$ cat config.mk
export PLATFORM = sky130hd
export DESIGN_NAME = serial_nibble_tx
export DESIGN_NICKNAME = d
export VERILOG_FILES = /design/src/rtl/serial_nibble_tx.sv
export SDC_FILE = /design/constraint.sdc
export NUM_CORES = 1
export LEC_CHECK = 0
export ABC_AREA = 0
export CORE_AREA = 5 5 42 44
export CTS_CLUSTER_DIAMETER = 40
export CTS_CLUSTER_SIZE = 28
export DETAILED_ROUTE_END_ITERATION = 12
export DIE_AREA = 0 0 47 49
export PLACE_DENSITY_LB_ADDON = 0.3
export RECOVER_POWER = 100
export SLEW_MARGIN = 20
export SYNTH_ARGS = -nofsm -noshare
export SYNTH_HDL_FRONTEND = slang
export SYNTH_SLANG_ARGS = --single-unit
$ cat constraint.sdc
create_clock -name clk -period 4.8 [get_ports clk]
set_clock_uncertainty 0.2 [all_clocks]
set_input_delay 0.72 -clock clk [delete_from_list [all_inputs] [get_ports clk]]
set_output_delay 0.72 -clock clk [all_outputs]
set_load 0.01 [all_outputs]
$ cat src/rtl/serial_nibble_tx.sv
//------------------------------------------------------------------------------
// Module   : serial_nibble_tx
// Brief    : Framed MSB-first nibble transmitter (start/data/parity/stop) that
//            feeds a 4-bit serial-in shift register via ser_out/shift_en.
// Revision : 1.0 - initial release
//------------------------------------------------------------------------------
`default_nettype none

module serial_nibble_tx #(
  parameter int CLKS_PER_BIT = 1,
  parameter bit PARITY_ODD   = 1'b0
) (
  input  logic       clk,
  input  logic       reset,
  input  logic [3:0] data_in,
  input  logic       data_valid,
  output logic       data_ready,
  output logic       ser_out,
  output logic       shift_en,
  output logic       busy,
  output logic       done
);

  localparam int               DIV_W    = (CLKS_PER_BIT > 1) ? $clog2(CLKS_PER_BIT) : 1;
  localparam logic [DIV_W-1:0] DIV_LAST = DIV_W'(CLKS_PER_BIT - 1);

  typedef enum logic [2:0] {
    S_IDLE   = 3'd0,
    S_START  = 3'd1,
    S_DATA   = 3'd2,
    S_PARITY = 3'd3,
    S_STOP   = 3'd4
  } state_e;

  state_e           state_q, state_d;
  logic [3:0]       hold_q, hold_d;
  logic             par_q, par_d;
  logic [1:0]       bit_q, bit_d;
  logic [DIV_W-1:0] div_q, div_d;
  logic             w_bit_end;

  assign w_bit_end = (div_q == DIV_LAST);

  always_ff @(posedge clk or posedge reset) begin
    if (reset) begin
      state_q <= S_IDLE;
      hold_q  <= 4'd0;
      par_q   <= 1'b0;
      bit_q   <= 2'd0;
      div_q   <= '0;
    end else begin
      state_q <= state_d;
      hold_q  <= hold_d;
      par_q   <= par_d;
      bit_q   <= bit_d;
      div_q   <= div_d;
    end
  end

  always_comb begin
    state_d    = state_q;
    hold_d     = hold_q;
    par_d      = par_q;
    bit_d      = bit_q;
    div_d      = w_bit_end ? '0 : div_q + 1'b1;
    data_ready = 1'b0;
    busy       = 1'b1;
    ser_out    = 1'b1;
    shift_en   = 1'b0;
    done       = 1'b0;

    case (state_q)
      S_IDLE: begin
        data_ready = 1'b1;
        busy       = 1'b0;
        div_d      = '0;
        bit_d      = 2'd0;
        if (data_valid) begin
          hold_d  = data_in;
          par_d   = (^data_in) ^ PARITY_ODD;
          state_d = S_START;
        end
      end
      S_START: begin
        ser_out = 1'b0;
        if (w_bit_end) state_d = S_DATA;
      end
      S_DATA: begin
        // bit_q counts 0..3 while the MSB is sent first
        ser_out  = hold_q[2'd3 - bit_q];
        shift_en = w_bit_end;
        if (w_bit_end) begin
          bit_d = bit_q + 2'd1;
          if (bit_q == 2'd3) state_d = S_PARITY;
        end
      end
      S_PARITY: begin
        ser_out = par_q;
        if (w_bit_end) state_d = S_STOP;
      end
      S_STOP: begin
        done = w_bit_end;
        if (w_bit_end) state_d = S_IDLE;
      end
      default: begin
        state_d = S_IDLE;
      end
    endcase
  end

endmodule

`default_nettype wire

==> impl_metrics.py, run 1 <==
metrics = {
    "yosys": {
        "syn_inst": 46,
        "yosysTopAreaCell": "dfrtp_1",
        "syn_nets": 54,
        "yosysTopAreaCellShare_pct": 47.73,
        "yosys_warnings": 0,
        "ys_seq_area_share_pct": 47.73,
        "yosysUniqueCellTypes": 19,
        "synth_area_leaders": "dfrtp_1, mux2_2, xnor2_1",
        "synth.ff_latch_count": 10,
        "avgSynthCellArea_um2": 11.40,
        "synth_area_um2": 524.3,
    },
    "sta": {
        "max_freq_ghz": 0.3441,
        "hold_viol": 0,
        "final.period_utilization_pct": 60.55,
        "whs_ps": 306.3,
        "post-route-min-period_ps": 2906,
        "slew_headroom_pct": 27.36,
        "rsz0062_at_grt": "false",
        "report.final.slew_viol_count": 0,
        "worstMarginPinSlew_ps": 1074,
        "setup_violations": 0,
        "fin_tns_setup_ps": 0,
    },
    "worst_hold_path": {
        "min_path_type": "flip-flop to flip-flop",
    },
    "cts": {
        "htreeDepth": 1,
        "clk_path_buf_depth": 2,
        "cts-resized-gates": 0,
        "ctsHoldBuffers": 0,
        "cts_inserted_buffers": 3,
        "cts_tree": "done",
        "cts.sinks": 10,
        "path_clk_slew_ps": 60,
        "cts-root-buf": "clkbuf_4",
        "clock_latency_ps": 270,
        "postCtsSetupBuffers": 0,
    },
    "pwr": {
        "p_per_area_nw_per_um2": 631.2,
        "power.leakage_nw": 0.2911,
        "max-vdd-ir-drop_mv": 0.2749,
    },
    "worst_setup_path": {
        "cp-start-kind": "flip-flop",
        "worstSetupPathType": "flip-flop to output pin",
        "crit_required_ps": 3880,
        "end_kind": "output pin",
        "r2r_setup_slack_ps": 2640,
        "worstPathArrival_ps": 1990,
        "path_max_fanout": 4,
    },
    "routing": {
        "drc_errors": 0,
        "drtPass1Iterations": 2,
        "vias": 367,
        "final_antenna_net_count": 0,
        "post_drt_wl_per_cell_um": 11.81,
        "routed_wirelength_um": 874,
        "drtIter0Drc": 2,
        "vias_per_cell": 4.959,
    },
    "global_route": {
        "grt_use_total_pct": 9.751,
        "grt_pass1_wl_um": 1531,
        "grt-ovfl-total": 0,
        "antenna_found_initial": 0,
        "first_global_vias": 358,
        "grt_start_max_net_pins": 11,
    },
    "cells_and_area": {
        "fill_cells": 143,
        "most-common-layout-cells": "dfrtp_1, dlygate4sd3_1, nand2_1",
        "fin_cells": 74,
        "multi_input_area_um2": 220.2,
        "area_growth_pct": 23.63,
        "final_common_cell": "dfrtp_1",
        "fin_nets": 67,
        "drive_gt1_share_pct": 15.52,
        "diodes": 0,
        "final-seq-area_um2": 250.2,
    },
    "floorplanning": {
        "rows": 14,
        "initial_utilization_pct": 37.41,
        "fp.dieH_um": 49,
        "die-area_um2": 2303,
        "coreArea_um2": 1401,
        "die_x_um": 47,
        "io_pins": 12,
    },
    "placed_design": {
        "io_buffer_count": 11,
        "dp.cells": 70,
        "dpl.hpwl_um": 658.7,
        "place_congestion": 0.7596,
    },
    "outcome": {
        "status": "finished, final reports clean",
    },
    "run": {
        "maxCapViolCount": 0,
    },
}
## registers in the layout (all words and copies together) (netlist names)
register and flops:
bit_q 2, hold_q 4, state_q 3, par_q 1
## per-stage QoR
| stage | power, mW | cell area, um2 | utilization [%] | worst slack [ps] |
|---|---|---|---|---|
| final | 0.4091 | 648.1 | 46.25 | 1894 |
| after global routing | 0.4469 | 648.1 | 46.25 | 1808 |
| after CTS | 0.4363 | 663.1 | 47.32 | 2001 |
| after detailed placement | 0.3583 | 626.9 | 44.73 | 2314 |
| after global placement | 0.3560 | 626.9 | 44.73 | 2338 |
| after floorplan | 0.2955 | 524.3 | - | 2794 |
## worst max-delay path: stages, from the launching register on
cell           delay (ps)
dfrtp_1               420
mux4_2                510
o22a_1                190
dlygate4sd3_1         600
## cell families after synthesis
group           synth area share, %
mux                           14.80
buf+inv                       7.397
simple gates                  15.51
compound gates                5.488
flops                         47.73
xor+xnor                      6.682
fa+ha+maj                     2.386
## Yosys cell counts (all sizes together)
master / n
a21oi: 1
buf: 3
dfrtp: 10
ha: 1
inv: 3
mux2: 4
mux2i: 1
mux4: 1
nand2: 5
nand3: 1
nor2: 4
nor3: 1
nor3b: 1
nor4b: 1
o21ai: 3
o22a: 1
or3: 1
xnor2: 4
## per-layer routing
layer	wire, um	track usage, %	vias up
li1	-	-	179
met1	400	11.14	169
met2	369	13.12	13
met3	63	4.428	6
met4	40	8.295	0
met5	0	0	-
## power by group
group          total (mW)  internal, mW  switching (mW)
Sequential          0.166         0.122          0.0439
Clock              0.0752        0.0461          0.0291
Combinational       0.168         0.101          0.0663
## worst paths after layout
path	start	end	cells past startpoint
min reg2reg	hold_q[1]	hold_q[1]	1
max reg2reg	state_q[2]	hold_q[2]	2
min	hold_q[1]	hold_q[1]	1
max in group asynchronous	reset	bit_q[1]	2
max	bit_q[0]	ser_out	3
min in group asynchronous	reset	state_q[2]	2
## area by class of cell
type,count,share of cell area [%]
Timing Repair Buffer,11,16.99
Multi-Input combinational cell,30,33.98
Tap cell,16,3.089
Clock buffer,4,5.598
Sequential cell,10,38.61
Inverter,3,1.737
(Power assumes the default switching activity.)
==> run 2: changes to the inputs <==
==> constraint.sdc (replaced) <==
create_clock -name clk -period 2.57 [get_ports clk]
set_clock_uncertainty 0.2 [all_clocks]
set_input_delay 0.3855 -clock clk [delete_from_list [all_inputs] [get_ports clk]]
set_output_delay 0.3855 -clock clk [all_outputs]
set_load 0.01 [all_outputs]
==> run 2 against run 1 <==
Against the previous run:
- clock power grew 86%
- worst hold slack hardly changed
- total power up 88%
- critical path type unchanged
- critical endpoint unchanged
- highest routed layer unchanged
==> impl_metrics.py, run 2 (synthesis results as in run 1) <==
metrics = {
    "pwr": {
        "max-vdd-ir-drop_mv": 0.5384,
        "p_seq_share_pct": 40.4,
        "p_clk_share_pct": 18.2,
        "p_per_area_nw_per_um2": 1187,
        "internal-power_mw": 0.5090,
        "combPwrFrac_pct": 41.3,
        "power.leakage_nw": 0.2923,
        "p_sw_mw": 0.2602,
        "p_sw_share_pct": 33.82,
    },
    "worst_setup_path": {
        "critPathCapture": "ser_out",
        "reg2reg_from": "state_q[2]",
        "crit_path_start": "bit_q[0]",
        "r2r_setup_slack_ps": 380,
        "worstSetupPathType": "flip-flop to output pin",
        "end_kind": "output pin",
        "worstRegToRegCells": 2,
        "crit_required_ps": 1980,
        "worstPathArrival_ps": 1860,
        "r2r-end": "hold_q[2]",
        "path_max_fanout": 4,
        "cp-start-kind": "flip-flop",
    },
    "floorplanning": {
        "die-area_um2": 2303,
        "fp.dieH_um": 49,
        "rows": 14,
        "io_pins": 12,
        "initial_utilization_pct": 37.41,
        "die_x_um": 47,
        "coreArea_um2": 1401,
    },
    "routing": {
        "wl_met2_um": 373,
        "post_drt_wl_per_cell_um": 11.78,
        "vias_per_cell": 5.068,
        "vias": 375,
        "met1_length_um": 388,
        "drc_errors": 0,
        "drtIter0Drc": 2,
        "drtPass1Iterations": 4,
        "dr.max_layer_used": "met4",
        "final_antenna_net_count": 0,
        "met3_length_um": 69,
        "routed_wirelength_um": 872,
    },
    "cells_and_area": {
        "drive_gt1_share_pct": 15.52,
        "fill_cells": 143,
        "reg.largest.list": "hold_q x4, state_q x3, bit_q x2",
        "diodes": 0,
        "area_growth_pct": 23.63,
        "final_common_cell": "dfrtp_1",
        "largest-register": "hold_q",
        "fin_util_pct": 46.25,
        "fin_nets": 67,
        "most-common-layout-cells": "dfrtp_1, dlygate4sd3_1, nand2_1, clkdlybuf4s50_1",
        "largest_reg_flops": 4,
    },
    "cts": {
        "postCtsSetupBuffers": 0,
        "htreeDepth": 1,
        "cts-resized-gates": 0,
        "cts-root-buf": "clkbuf_4",
        "cts_tree": "done",
        "path_clk_slew_ps": 60,
        "cts_inserted_buffers": 3,
        "clk_path_buf_depth": 2,
        "cts.sinks": 10,
        "clock_latency_ps": 270,
        "ctsHoldBuffers": 0,
    },
    "sta": {
        "setup_violations": 0,
        "fin_tns_setup_ps": 0,
        "hold_viol": 0,
        "rsz0062_at_grt": "false",
        "max_freq_ghz": 0.4085,
        "worstMarginPinSlew_ps": 1102,
        "slew_headroom_pct": 25.49,
        "report.final.slew_viol_count": 0,
        "post-route-min-period_ps": 2448,
        "final.period_utilization_pct": 95.25,
        "whs_ps": 306.5,
    },
    "placed_design": {
        "dpl.hpwl_um": 658.7,
        "place_congestion": 0.7596,
        "io_buffer_count": 11,
    },
    "global_route": {
        "grt-ovfl-total": 0,
        "first_global_vias": 358,
        "antenna_found_initial": 0,
        "grt_use_total_pct": 9.751,
        "grt_start_max_net_pins": 11,
        "grt_pass1_wl_um": 1531,
    },
    "run": {
        "maxCapViolCount": 0,
    },
    "outcome": {
        "status": "finished, final reports clean",
    },
    "worst_hold_path": {
        "min_path_type": "flip-flop to flip-flop",
    },
}
run 2: worst min-delay path by stage:
stage,from,endpoint,slack [ps],cells after the start
6_report,hold_q[1],hold_q[1],310,1
5_1_grt,hold_q[2],hold_q[2],340,1
4_1_cts,reset,bit_q[1],200,2
3_5_place_dp,hold_q[1],hold_q[1],300,1
3_3_place_gp,hold_q[1],hold_q[1],290,1
2_1_floorplan,reset,bit_q[0],30,1
run 2: through the flow:
step,cell area (um2),setup WS (ps),power [mW],instances
2_1_floorplan,524.3,898.5,0.5519,46
4_1_cts,663.1,105.6,0.8149,74
3_5_place_dp,626.9,418.0,0.6692,70
5_1_grt,648.1,31.73,0.8404,74
3_3_place_gp,626.9,442.9,0.6648,70
6_report,648.1,122.1,0.7692,74
run 2: cell type report:
| type | instances | area, um2 | area share [%] |
|---|---|---|---|
| flip-flops and latches | 10 | 250.2 | 38.61 |
| clock buffers | 4 | 36.28 | 5.598 |
| multi-input cells | 30 | 220.2 | 33.98 |
| well taps | 16 | 20.02 | 3.089 |
| inverters | 3 | 11.26 | 1.737 |
| repair buffers | 11 | 110.1 | 16.99 |
run 2: critical path, cell delays in order, from the launching register on:
cell             delay, ps
dfrtp_1                420
mux4_2                 510
o22a_1                 190
clkdlybuf4s50_1        480
run 2: power by group through the flow:
| stage | Clock (mW) | Sequential, mW | Combinational [mW] |
|---|---|---|---|
| finish | 0.140 | 0.311 | 0.318 |
| global route | 0.158 | 0.326 | 0.357 |
| CTS | 0.147 | 0.320 | 0.348 |
| detailed placement | 0 | 0.322 | 0.347 |
| global placement | 0 | 0.321 | 0.344 |
| floorplan | 0 | 0.258 | 0.294 |
run 2: layer usage:
layer	vias up	track usage, %
met5	-	0
met1	175	11.14
met4	0	8.295
met2	15	13.12
met3	6	4.428
li1	179	-
==> run 3: changes to the inputs <==
--- a/config.mk
+++ b/config.mk
@@ -13,6 +13,7 @@
 export DIE_AREA = 0 0 47 49
 export PLACE_DENSITY_LB_ADDON = 0.3
 export RECOVER_POWER = 100
+export SKIP_CTS_REPAIR_TIMING = 1
 export SLEW_MARGIN = 20
 export SYNTH_ARGS = -nofsm -noshare
 export SYNTH_HDL_FRONTEND = slang
==> constraint.sdc (replaced) <==
create_clock -name clk -period 2.57 [get_ports clk]
set_clock_uncertainty 0.2 [all_clocks]
set_input_delay 0.3855 -clock clk [delete_from_list [all_inputs] [get_ports clk]]
set_output_delay 0.3855 -clock clk [all_outputs]
set_load 0.1 [all_outputs]
==> run 3 against run 2 <==
Against the previous run:
- final cell count is the same
- non-clock buffer count is the same
- critical path type unchanged
- core utilization fell by 0.89 points
- cell area shrank 1.9%
- worst hold slack improved by 7.0 ps
- register-to-register slack gained 60 ps
- setup slack better by 130 ps
- sequential share of layout area is 0.76 points higher
- flip-flop and latch count is the same
- routed wire length increased by 2.1%
- fmax grew 5.4%
==> impl_metrics.py, run 3 (synthesis results as in run 1) <==
metrics = {
    "routing": {
        "drtIter0Drc": 0,
        "drc_errors": 0,
        "final_antenna_net_count": 0,
        "post_drt_wl_per_cell_um": 12.03,
        "drtPass1Iterations": 1,
        "routed_wirelength_um": 890,
        "vias": 370,
        "vias_per_cell": 5.000,
    },
    "worst_hold_path": {
        "min_path_type": "flip-flop to flip-flop",
        "hold_start": "hold_q[0]",
    },
    "global_route": {
        "grt_start_max_net_pins": 11,
        "grt_pass1_wl_um": 1518,
        "grt-ovfl-total": 0,
        "first_global_vias": 367,
        "grt_use_total_pct": 9.110,
        "antenna_found_initial": 0,
    },
    "cells_and_area": {
        "reg.largest.list": "hold_q x4, state_q x3, bit_q x2",
        "largest_reg_flops": 4,
        "most-common-layout-cells": "dfrtp_1, nand2_1, clkdlybuf4s50_1",
        "final_common_cell": "dfrtp_1",
        "fin_util_pct": 45.36,
        "drive_gt1_share_pct": 29.31,
        "fill_cells": 149,
        "largest-register": "hold_q",
        "area_growth_pct": 21.24,
        "diodes": 0,
        "fin_nets": 67,
    },
    "worst_setup_path": {
        "slowest_stage": "mux4_2",
        "critical-path-top-delay-family": "multiplexers",
        "path_max_fanout": 4,
        "cp-start-kind": "flip-flop",
        "cpPeakStageDelay_ps": 510,
        "crit_required_ps": 1980,
        "reg2reg_from": "state_q[2]",
        "crit_path_start": "bit_q[0]",
        "end_kind": "output pin",
        "worstPathArrival_ps": 1740,
        "worstPathCellList": "mux4_2 -> o22a_1 -> clkbuf_2",
        "worstSetupPathType": "flip-flop to output pin",
        "critPathBufInv": 1,
    },
    "floorplanning": {
        "io_pins": 12,
        "coreArea_um2": 1401,
        "fp.dieH_um": 49,
        "die_x_um": 47,
        "initial_utilization_pct": 37.41,
        "rows": 14,
        "die-area_um2": 2303,
    },
    "cts": {
        "path_clk_slew_ps": 60,
        "cts_inserted_buffers": 3,
        "cts.sinks": 10,
        "clk_path_buf_depth": 2,
        "clock_latency_ps": 260,
        "cts_tree": "done",
        "cts-root-buf": "clkbuf_4",
        "htreeDepth": 1,
    },
    "sta": {
        "hold_viol": 0,
        "worstMarginPinSlew_ps": 1018,
        "report.final.slew_viol_count": 0,
        "slew_headroom_pct": 31.16,
        "fin_tns_setup_ps": 0,
        "final.period_utilization_pct": 90.35,
        "rsz0062_at_grt": "false",
        "post-route-min-period_ps": 2322,
        "max_freq_ghz": 0.4306,
        "setup_violations": 0,
    },
    "outcome": {
        "status": "finished, final reports clean",
    },
    "placed_design": {
        "dpl.hpwl_um": 702.6,
        "place_congestion": 0.6222,
        "io_buffer_count": 11,
    },
    "run": {
        "maxCapViolCount": 0,
    },
}
-- run 3: changes by cell type in the layout (fill, tap and decap cells not counted), sizes merged --
| cell | previous run | this run |
|---|---|---|
| dlygate4sd3 | 6 | 1 |
| clkinvlp | 0 | 1 |
| inv | 3 | 2 |
| clkbuf | 4 | 9 |
-- run 3: worst register-to-register path, cell delays in order (launching register included) --
cell	delay, ps
dfrtp_1	480
nor4b_1	920
mux2_2	410
-- run 3: final cells by class --
| type | count | area, um2 | area share (%) |
|---|---|---|---|
| sequential | 10 | 250.2 | 39.37 |
| multi-input combinational | 30 | 226.5 | 35.63 |
| timing repair buffer | 11 | 87.58 | 13.78 |
| clock buffer | 4 | 36.28 | 5.709 |
| tap | 16 | 20.02 | 3.150 |
| inverter | 3 | 15.01 | 2.362 |
-- run 3: layer usage --
layer,vias up,track usage (%),routed length [um]
li1,180,-,-
met1,178,11.36,382
met2,10,12.90,421
met3,2,3.321,78
met4,0,5.530,8
met5,-,0,0
-- run 3: worst paths after layout --
check	endpoint	slack, ps	depth (start not counted)
max	ser_out	250	3
min	hold_q[0]	310	1
max reg2reg	hold_q[2]	440	2
min reg2reg	hold_q[0]	310	1
max in group asynchronous	bit_q[1]	1580	2
min in group asynchronous	state_q[1]	330	2
-- run 3: through the flow --
step	cells	setup WS [ps]	instance area, um2	hold WS (ps)
5_1_grt	74	167.8	635.6	330.9
4_1_cts	74	362.8	673.1	191.1
3_3_place_gp	70	640.3	636.9	288.3
3_5_place_dp	70	629.8	636.9	302.1
2_1_floorplan	46	256.7	534.3	25.68
6_report	74	247.9	635.6	313.6
Power of run 3 is not shown: default switching activity piles up to over one toggle a cycle in this logic, so the estimate is an artifact.
